**config.mk**
```make
export PLATFORM = sky130hd
export DESIGN_NAME = writeback_buffer
export DESIGN_NICKNAME = d
export VERILOG_FILES = /design/src/rtl/wb_pkg.sv /design/src/rtl/wb_fifo.sv /design/src/rtl/writeback_buffer.sv
export SDC_FILE = /design/constraint.sdc
export NUM_CORES = 1
export LEC_CHECK = 0
export CAP_MARGIN = 20
export CORE_ASPECT_RATIO = 1.2
export CORE_MARGIN = 4
export CORE_UTILIZATION = 48
export DETAILED_ROUTE_END_ITERATION = 8
export HOLD_SLACK_MARGIN = 0.08
export PLACE_DENSITY_LB_ADDON = 0.1
export SLEW_MARGIN = 10
export SYNTH_ARGS = -nofsm -noshare
export SYNTH_HDL_FRONTEND = slang
export SYNTH_HIERARCHICAL = 1
export SYNTH_SLANG_ARGS = --single-unit
```
**constraint.sdc**
```tcl
create_clock -name clk -period 10.6 [get_ports clk]
set_clock_uncertainty 0.15 [all_clocks]
set_input_delay 2.12 -clock clk [delete_from_list [all_inputs] [get_ports clk]]
set_output_delay 2.12 -clock clk [all_outputs]
set_load 0.01 [all_outputs]
```
**src/rtl/wb_pkg.sv**
```systemverilog
// Shared writeback definitions: register index/data widths, queue entry type
// and the helper deciding whether a destination is a real architectural register.
package wb_pkg;

  localparam int REG_IDX_W = 4;
  localparam int DATA_W    = 32;
  localparam int NUM_REGS  = 15;
  localparam int PC_IDX    = 15;

  typedef struct packed {
    logic [REG_IDX_W-1:0] dest;
    logic [DATA_W-1:0]    result;
  } wb_entry_t;

  // True when a destination names a general register; the PC index is never
  // written through this port.
  function automatic logic writes_reg(input logic [REG_IDX_W-1:0] dest);
    return (dest != REG_IDX_W'(PC_IDX)) && (int'(dest) < NUM_REGS);
  endfunction

endpackage

```
**src/rtl/wb_fifo.sv**
```systemverilog
// Circular writeback queue: two ordered push ports (push0 is older), one pop.
// Storage is not reset; occupancy (count) alone says which slots are live.
// With WB_FWD_EN defined the storage and read pointer are exported for forwarding.
module wb_fifo
  import wb_pkg::*;
#(
  parameter int DEPTH = 4
) (
  input  logic                     clk,
  input  logic                     rst,
  input  logic                     push0_valid,
  input  wb_entry_t                push0_entry,
  input  logic                     push1_valid,
  input  wb_entry_t                push1_entry,
  input  logic                     pop,
  output wb_entry_t                head,
  output logic [$clog2(DEPTH):0]   count
`ifdef WB_FWD_EN
  ,
  output wb_entry_t                slots [DEPTH],
  output logic [$clog2(DEPTH)-1:0] rd_ptr
`endif
);

  localparam int PTR_W = $clog2(DEPTH);
  localparam int CNT_W = PTR_W + 1;
  localparam logic [PTR_W-1:0] PTR_ONE = PTR_W'(1);

  wb_entry_t        mem_r [DEPTH];
  logic [PTR_W-1:0] wr_ptr_r;
  logic [PTR_W-1:0] rd_ptr_r;
  logic [CNT_W-1:0] count_r;
  logic [PTR_W-1:0] wr_ptr_inc_s;
  logic [1:0]       push_cnt_s;
  logic             pop_s;

  // Number of pushes this cycle, guarded pop, and the slot after the write pointer.
  always_comb begin
    push_cnt_s   = {1'b0, push0_valid} + {1'b0, push1_valid};
    pop_s        = pop && (count_r != {CNT_W{1'b0}});
    wr_ptr_inc_s = wr_ptr_r + PTR_ONE;
  end

  // Storage write: push0 lands first so it drains before push1.
  always_ff @(posedge clk) begin
    if (push0_valid) begin
      mem_r[wr_ptr_r] <= push0_entry;
      if (push1_valid) begin
        mem_r[wr_ptr_inc_s] <= push1_entry;
      end
    end else if (push1_valid) begin
      mem_r[wr_ptr_r] <= push1_entry;
    end
  end

  // Pointers wrap naturally at DEPTH (power of two); count tracks +pushes-pops.
  always_ff @(posedge clk or posedge rst) begin
    if (rst) begin
      wr_ptr_r <= {PTR_W{1'b0}};
      rd_ptr_r <= {PTR_W{1'b0}};
      count_r  <= {CNT_W{1'b0}};
    end else begin
      wr_ptr_r <= wr_ptr_r + PTR_W'(push_cnt_s);
      rd_ptr_r <= rd_ptr_r + PTR_W'(pop_s);
      count_r  <= count_r + CNT_W'(push_cnt_s) - CNT_W'(pop_s);
    end
  end

  assign head  = mem_r[rd_ptr_r];
  assign count = count_r;

`ifdef WB_FWD_EN
  assign slots  = mem_r;
  assign rd_ptr = rd_ptr_r;
`endif

endmodule

```
**src/rtl/writeback_buffer.sv**
```systemverilog
// Writeback buffer: merges ALU and load results into one register-file write
// port through an in-order queue, draining one entry per cycle.
// Optional feature macro: WB_FWD_EN adds two combinational forwarding lookups.
module writeback_buffer
  import wb_pkg::*;
#(
  parameter int DEPTH = 4
) (
  input  logic                   clk,
  input  logic                   rst,
  input  logic                   alu_valid,
  input  logic [REG_IDX_W-1:0]   alu_dest,
  input  logic [DATA_W-1:0]      alu_result,
  output logic                   alu_ready,
  input  logic                   mem_valid,
  input  logic [REG_IDX_W-1:0]   mem_dest,
  input  logic [DATA_W-1:0]      mem_result,
  output logic                   mem_ready,
  output logic [REG_IDX_W-1:0]   Dest_wb,
  output logic [DATA_W-1:0]      Result_WB,
  output logic                   writeBackEn,
  output logic [$clog2(DEPTH):0] count
`ifdef WB_FWD_EN
  ,
  input  logic [REG_IDX_W-1:0]   src1,
  input  logic [REG_IDX_W-1:0]   src2,
  output logic                   fwd1_hit,
  output logic                   fwd2_hit,
  output logic [DATA_W-1:0]      fwd1_data,
  output logic [DATA_W-1:0]      fwd2_data
`endif
);

  localparam int CNT_W = $clog2(DEPTH) + 1;

  logic [CNT_W-1:0]     free_s;
  logic                 mem_push_s;
  logic                 alu_push_s;
  logic                 pop_s;
  wb_entry_t            mem_entry_s;
  wb_entry_t            alu_entry_s;
  wb_entry_t            head_s;
  logic                 wb_en_r;
  logic [REG_IDX_W-1:0] dest_r;
  logic [DATA_W-1:0]    result_r;

`ifdef WB_FWD_EN
  localparam int PTR_W = $clog2(DEPTH);
  wb_entry_t            slots_s [DEPTH];
  logic [PTR_W-1:0]     rd_ptr_s;
`endif

  // Ready decode from the registered occupancy; mem needs one free slot, alu
  // needs two so that a simultaneous mem push can never overflow the queue.
  // Transfers to the PC index handshake normally but are dropped here.
  always_comb begin
    free_s      = CNT_W'(DEPTH) - count;
    mem_ready   = (free_s >= CNT_W'(1));
    alu_ready   = (free_s >= CNT_W'(2));
    mem_push_s  = mem_valid && mem_ready && writes_reg(mem_dest);
    alu_push_s  = alu_valid && alu_ready && writes_reg(alu_dest);
    mem_entry_s = '{dest: mem_dest, result: mem_result};
    alu_entry_s = '{dest: alu_dest, result: alu_result};
    pop_s       = (count != {CNT_W{1'b0}});
  end

  wb_fifo #(.DEPTH(DEPTH)) u_fifo (
    .clk         (clk),
    .rst         (rst),
    .push0_valid (mem_push_s),
    .push0_entry (mem_entry_s),
    .push1_valid (alu_push_s),
    .push1_entry (alu_entry_s),
    .pop         (pop_s),
    .head        (head_s),
    .count       (count)
`ifdef WB_FWD_EN
    ,
    .slots       (slots_s),
    .rd_ptr      (rd_ptr_s)
`endif
  );

  // Output stage: register the popped head; hold dest/result when idle.
  always_ff @(posedge clk or posedge rst) begin
    if (rst) begin
      wb_en_r  <= 1'b0;
      dest_r   <= {REG_IDX_W{1'b0}};
      result_r <= {DATA_W{1'b0}};
    end else if (pop_s) begin
      wb_en_r  <= 1'b1;
      dest_r   <= head_s.dest;
      result_r <= head_s.result;
    end else begin
      wb_en_r  <= 1'b0;
    end
  end

  assign writeBackEn = wb_en_r;
  assign Dest_wb     = dest_r;
  assign Result_WB   = result_r;

`ifdef WB_FWD_EN
  logic [REG_IDX_W-1:0] src_s      [2];
  logic                 fwd_hit_s  [2];
  logic [DATA_W-1:0]    fwd_data_s [2];
  logic [PTR_W-1:0]     idx_s;
  logic                 match_s;

  assign src_s[0] = src1;
  assign src_s[1] = src2;

  // Forwarding lookup: the output stage is the oldest candidate, then queued
  // entries from head to tail, so the youngest match is the one kept.
  always_comb begin
    idx_s   = {PTR_W{1'b0}};
    match_s = 1'b0;
    for (int p = 0; p < 2; p++) begin
      match_s       = wb_en_r && (dest_r == src_s[p]);
      fwd_hit_s[p]  = match_s;
      fwd_data_s[p] = match_s ? result_r : {DATA_W{1'b0}};
      for (int i = 0; i < DEPTH; i++) begin
        idx_s         = rd_ptr_s + PTR_W'(i);
        match_s       = (CNT_W'(i) < count) && (slots_s[idx_s].dest == src_s[p]);
        fwd_hit_s[p]  = fwd_hit_s[p] || match_s;
        fwd_data_s[p] = match_s ? slots_s[idx_s].result : fwd_data_s[p];
      end
      fwd_hit_s[p] = fwd_hit_s[p] && writes_reg(src_s[p]);
    end
  end

  assign fwd1_hit  = fwd_hit_s[0];
  assign fwd2_hit  = fwd_hit_s[1];
  assign fwd1_data = fwd_data_s[0];
  assign fwd2_data = fwd_data_s[1];
`endif

endmodule

```
# Word-level counts from Yosys, hierarchy flattened

Memory sizes are Yosys's and may differ from the RTL's. A register that Yosys moved wholly into a read port is not among the register bits.
Cells that the tools add are included.

Register bits after elaboration: 8
Bits in latches: 0
Bits in writable memories: 144
Bits in read-only memories: 0
Input bits: 76
Output and inout bits: 42
Logic and storage cells: 35
Memories kept: 1

Add/sub/neg operators: 7
Multipliers: 0
Div/mod/pow operators: 0
Magnitude comparators: 4
Equal/unequal tests: 2
Shift operators: 0
Mux-type cells: 9
Bitwise logic cells: 1
Reductions and logical operators: 7

Memory list:

| memory       | words | bits a word | rd ports | clocked after memory_dff | write ports | line          | text |
|---|---|---|---|---|---|---|---|
| u_fifo.mem_r | 4     | 36          | 1        | 1                        | 2           | wb_fifo.sv:29 | `wb_entry_t mem_r [DEPTH];` |

Operator list:

| operator            | number |
|---|---|
| $mux 36             | 1 |
| $lt 4x4->1 const B  | 2 |
| $mux 1              | 8 |
| $ne 4x4->1 const B  | 2 |
| $logic_and 1x1->1   | 6 |
| $add 3x2->3         | 1 |
| $ge 3x1->1 const B  | 1 |
| $ge 3x2->1 const B  | 1 |
| $reduce_bool 3->1   | 1 |
| $sub 3x1->3         | 1 |
| $sub 3x3->3 const A | 1 |
| $add 1x1->2         | 1 |
| $add 2x1->2         | 1 |
| $add 2x1->2 const B | 1 |
| $add 2x2->2         | 1 |
| $or 1x1->1          | 1 |

# Logic depth before layout (Yosys ltp)

Depth after elaboration: 8
Gate-level depth with buffers: 13
Mapped depth without buffers: 12

# Modules after synthesis

Netlist, hierarchy kept.

Modules (own cells, without submodules):

| module           | times used | cells an instance | area each (um^2) | sequential area each (um^2) |
|---|---|---|---|---|
| wb_fifo          | 1          | 569               | 8,026.4          | 4,499.3 |
| writeback_buffer | 1          | 92                | 1,475.2          | 925.9 |

# Worst setup path before layout

Ideal clock, no wire load.

Kind: in2reg
Start: input port alu_dest[0]
End: memory u_fifo/mem_r[3][0] (netlist bit) (enable)
Library setup time: 0.485 ns
Arrival time: 5.681 ns
Required time: 9.965 ns
Setup slack: 4.284 ns
Stages: 8
Path buffers: 3
Path through: nand4_1 -> and3_1 -> ha_1 -> buf_4 -> nand2b_1 -> buf_2 -> buf_2 -> a21boi_0

RTL lines:

| what        | line                   | text |
|---|---|---|
| from (decl) | writeback_buffer.sv:12 | `input logic [REG_IDX_W-1:0] alu_dest,` |
| to (decl)   | wb_fifo.sv:29          |  |

==> flow_summary_export.csv <==
group,metric,value,unit
cells_and_area,area_growth,18.7,%
sta,period_minus_slack,5370,ps
outcome,status,"finished clean",
cells_and_area,stdcell_area,11300,sq um
placement,dp_hpwl,13700,um
cells_and_area,drive_gt1_share,17.7,%
global_route,grt_max_degree,75,
drt,vias_per_cell,6.37,
floorplan,io-pin-count,118,
clock_network,htreeDepth,4,
global_route,grt_overflow,0,
drt,drtPass1Iterations,5,
drt,wl,24200,um
global_route,grt_pass1_vias,6830,
floorplan,start_util,48.8,%
yosys,synth_warnings,6,
drt,wl_per_cell,23.8,um
yosys,ys_seq_area_share,57.1,%
power,ir_drop,237,uV
yosys,synth_top_cell_area_share,45.5,%
yosys,synthTopCellsByArea,"edfxtp_1 (46%), dfrtp_1 (12%), o221ai_1 (9.3%)",
floorplan,fp.dieW,136,um
critical_path,worstSetupPathType,"primary input to register",
yosys,synth-seq-cells,188,
clock_network,cts-root-buf,"clkbuf_16",
yosys,synth_top_area_cell,"edfxtp_1",
floorplan,chipHeight,162,um
sta,period_share,50.6,%
critical_path,required,10490,ps
cells_and_area,n_fill_cell,1570,
yosys,syn_inst,661,
sta,fmax,0.186,GHz
sta,hold_viol,0,
critical_path,cp-end-kind,"register",
clock_network,cts_hold_buffers,0,
clock_network,clk_pin_slew,60,ps
floorplan,die_area,22100,sq um
placement,io_buffer_count,117,
sta,maxSlewViolCount,0,
sta,fin_tns_setup,0,ps
sta,worst_pin_slew,1070,ps
cells_and_area,layout.nets,829,
power,power_density,317,nW/um^2
sta,maxSlewHeadroom,28.4,%
drt,drc_errors,0,
placement,place_ws,4790,ps
global_route,antenna_found_initial,0,
yosys,synthesis.nets,748,
critical_path,cp.arrival,5260,ps
global_route,grt_pass1_wl,37200,um
flow_run,cap_viol_max_count,0,
drt,num_vias,6474,
clock_network,post-cts-setup-buffers,0,
critical_path,cp-start-kind,"primary input",
global_route,grt_usage,22.3,%
clock_network,cts_tree,"yes",
clock_network,numCtsBuffers,17,
critical_path,worstPathMaxFanout,37,
critical_path,reg2reg_slack,6360,ps
clock_network,clockBufferDepth,2,
drt,drt_iter0_drc,556,
floorplan,std_cell_rows,56,
yosys,synth_flop_cell,"edfxtp_1",
sta,setup_viol,0,
yosys,synth.distinct_cells,32,
cells_and_area,antenna_cells,0,
placement,dpl_cell_area,10700,sq um
hold_path,hold_path.class,"register to register",
clock_network,worstSkewPairLatency,420,ps
yosys,avgSynthCellArea,14.4,sq um
yosys,syn_area,9500,sq um
yosys,synth_edf_count,144,
yosys,yosysMostFrequentCell,"edfxtp_1",
yosys,synthArstFlopShare,23.4,%
yosys,synth_commonest_cells,"edfxtp_1 (144), o221ai_1 (101), nand2b_1 (74)",
sta,fin_ws,5230,ps
sta,rsz0062_at_grt,"no",
clock_network,cts.sinks,188,
power,leakagePower,3.81,nW
sta,hold_ws,354,ps
power,p_total,3.57,mW
floorplan,fp.coreArea,19500,sq um
placement,gp_congestion,0.769,
clock_network,cts_resized,0,
drt,final_antenna_net_count,0,
[sequential cells by signal (all words and copies together), names as in the netlist]
signal / flops
u_fifo/mem_r: 144
Result_WB: 32
Dest_wb: 4
u_fifo/count: 3
u_fifo/rd_ptr_r: 2
u_fifo/wr_ptr_r: 2
writeBackEn: 1
[cell type report]
class	count	area, sq um	share of cell area (%)
clock buffer	20	457	4.05
clock inverter	12	145	1.29
inverter	11	41.3	0.366
multi-input combinational	401	3660	32.5
sequential	188	5430	48.1
tap	261	327	2.90
timing repair buffer	123	1220	10.8
[worst max-delay path, stage by stage]
cell,delay (ps)
clkdlybuf4s50_1,490
nand4_1,160
and3_1,210
ha_1,390
and3_2,890
or2_2,960
[cell usage in the layout (no fill, tap or decap), types with 8 or more instances in the layout]
| cell type | Yosys | layout |
|---|---|---|
| o221ai_1 | 101 | 101 |
| nand2b_1 | 74 | 73 |
| mux4_2 | 36 | 36 |
| clkdlybuf4s50_1 | 0 | 117 |
| inv_1 | 11 | 10 |
| ha_1 | 10 | 8 |
| o2bb2ai_1 | 36 | 36 |
| mux2_2 | 36 | 36 |
| edfxtp_1 | 144 | 144 |
| nand2_1 | 73 | 72 |
| dfrtp_1 | 44 | 41 |
| clkbuf_16 | 0 | 17 |
[kinds of logic (layout without fill, tap and decap cells)]
| kind of cell | count (synthesis) | in the layout | share of synthesized area (%) |
|---|---|---|---|
| compound gates | 150 | 150 | 14.2 |
| xor+xnor | 7 | 7 | 0.645 |
| fa+ha+maj | 11 | 11 | 1.53 |
| buf+inv | 72 | 166 | 4.79 |
| flops | 188 | 188 | 57.1 |
| mux | 72 | 72 | 12.8 |
| simple gates | 161 | 161 | 8.93 |
[per-layer routing]
layer  global-route usage (%)  routed length (um)  up-vias
met5                        0                   0        -
met4                     8.07                 466        0
met3                     3.50                1470       39
met2                     39.0               12900      304
met1                     28.1                9360     3303
li1                         -                   -     2828
[power breakdown]
part / leakage, nW / switching, mW / internal [mW]
logic: 1.67 / 0.791 / 0.736
clock network: 0.291 / 0.270 / 0.382
registers: 1.85 / 0.149 / 1.24
total: 3.81 / 1.21 / 2.36
[per-stage QoR]
step                instances  util, %
floorplan                 661        -
global placement          984     54.8
detailed placement        984     54.8
CTS                      1016     57.9
global route             1016     57.9
finish                   1016     57.9
[final timing paths]
path | startpoint | end | cells past startpoint
setup / recovery | alu_dest[0] | u_fifo/mem_r[0][17] | 6
hold reg to reg | Result_WB[17] | Result_WB[17] | 1
hold / removal | Result_WB[17] | Result_WB[17] | 1
setup reg to reg | u_fifo/count[0] | u_fifo/mem_r[0][17] | 8
min in group asynchronous | rst | u_fifo/wr_ptr_r[0] | 2
max in group asynchronous | rst | Result_WB[15] | 2
Power figures use the tool's default switching activity.
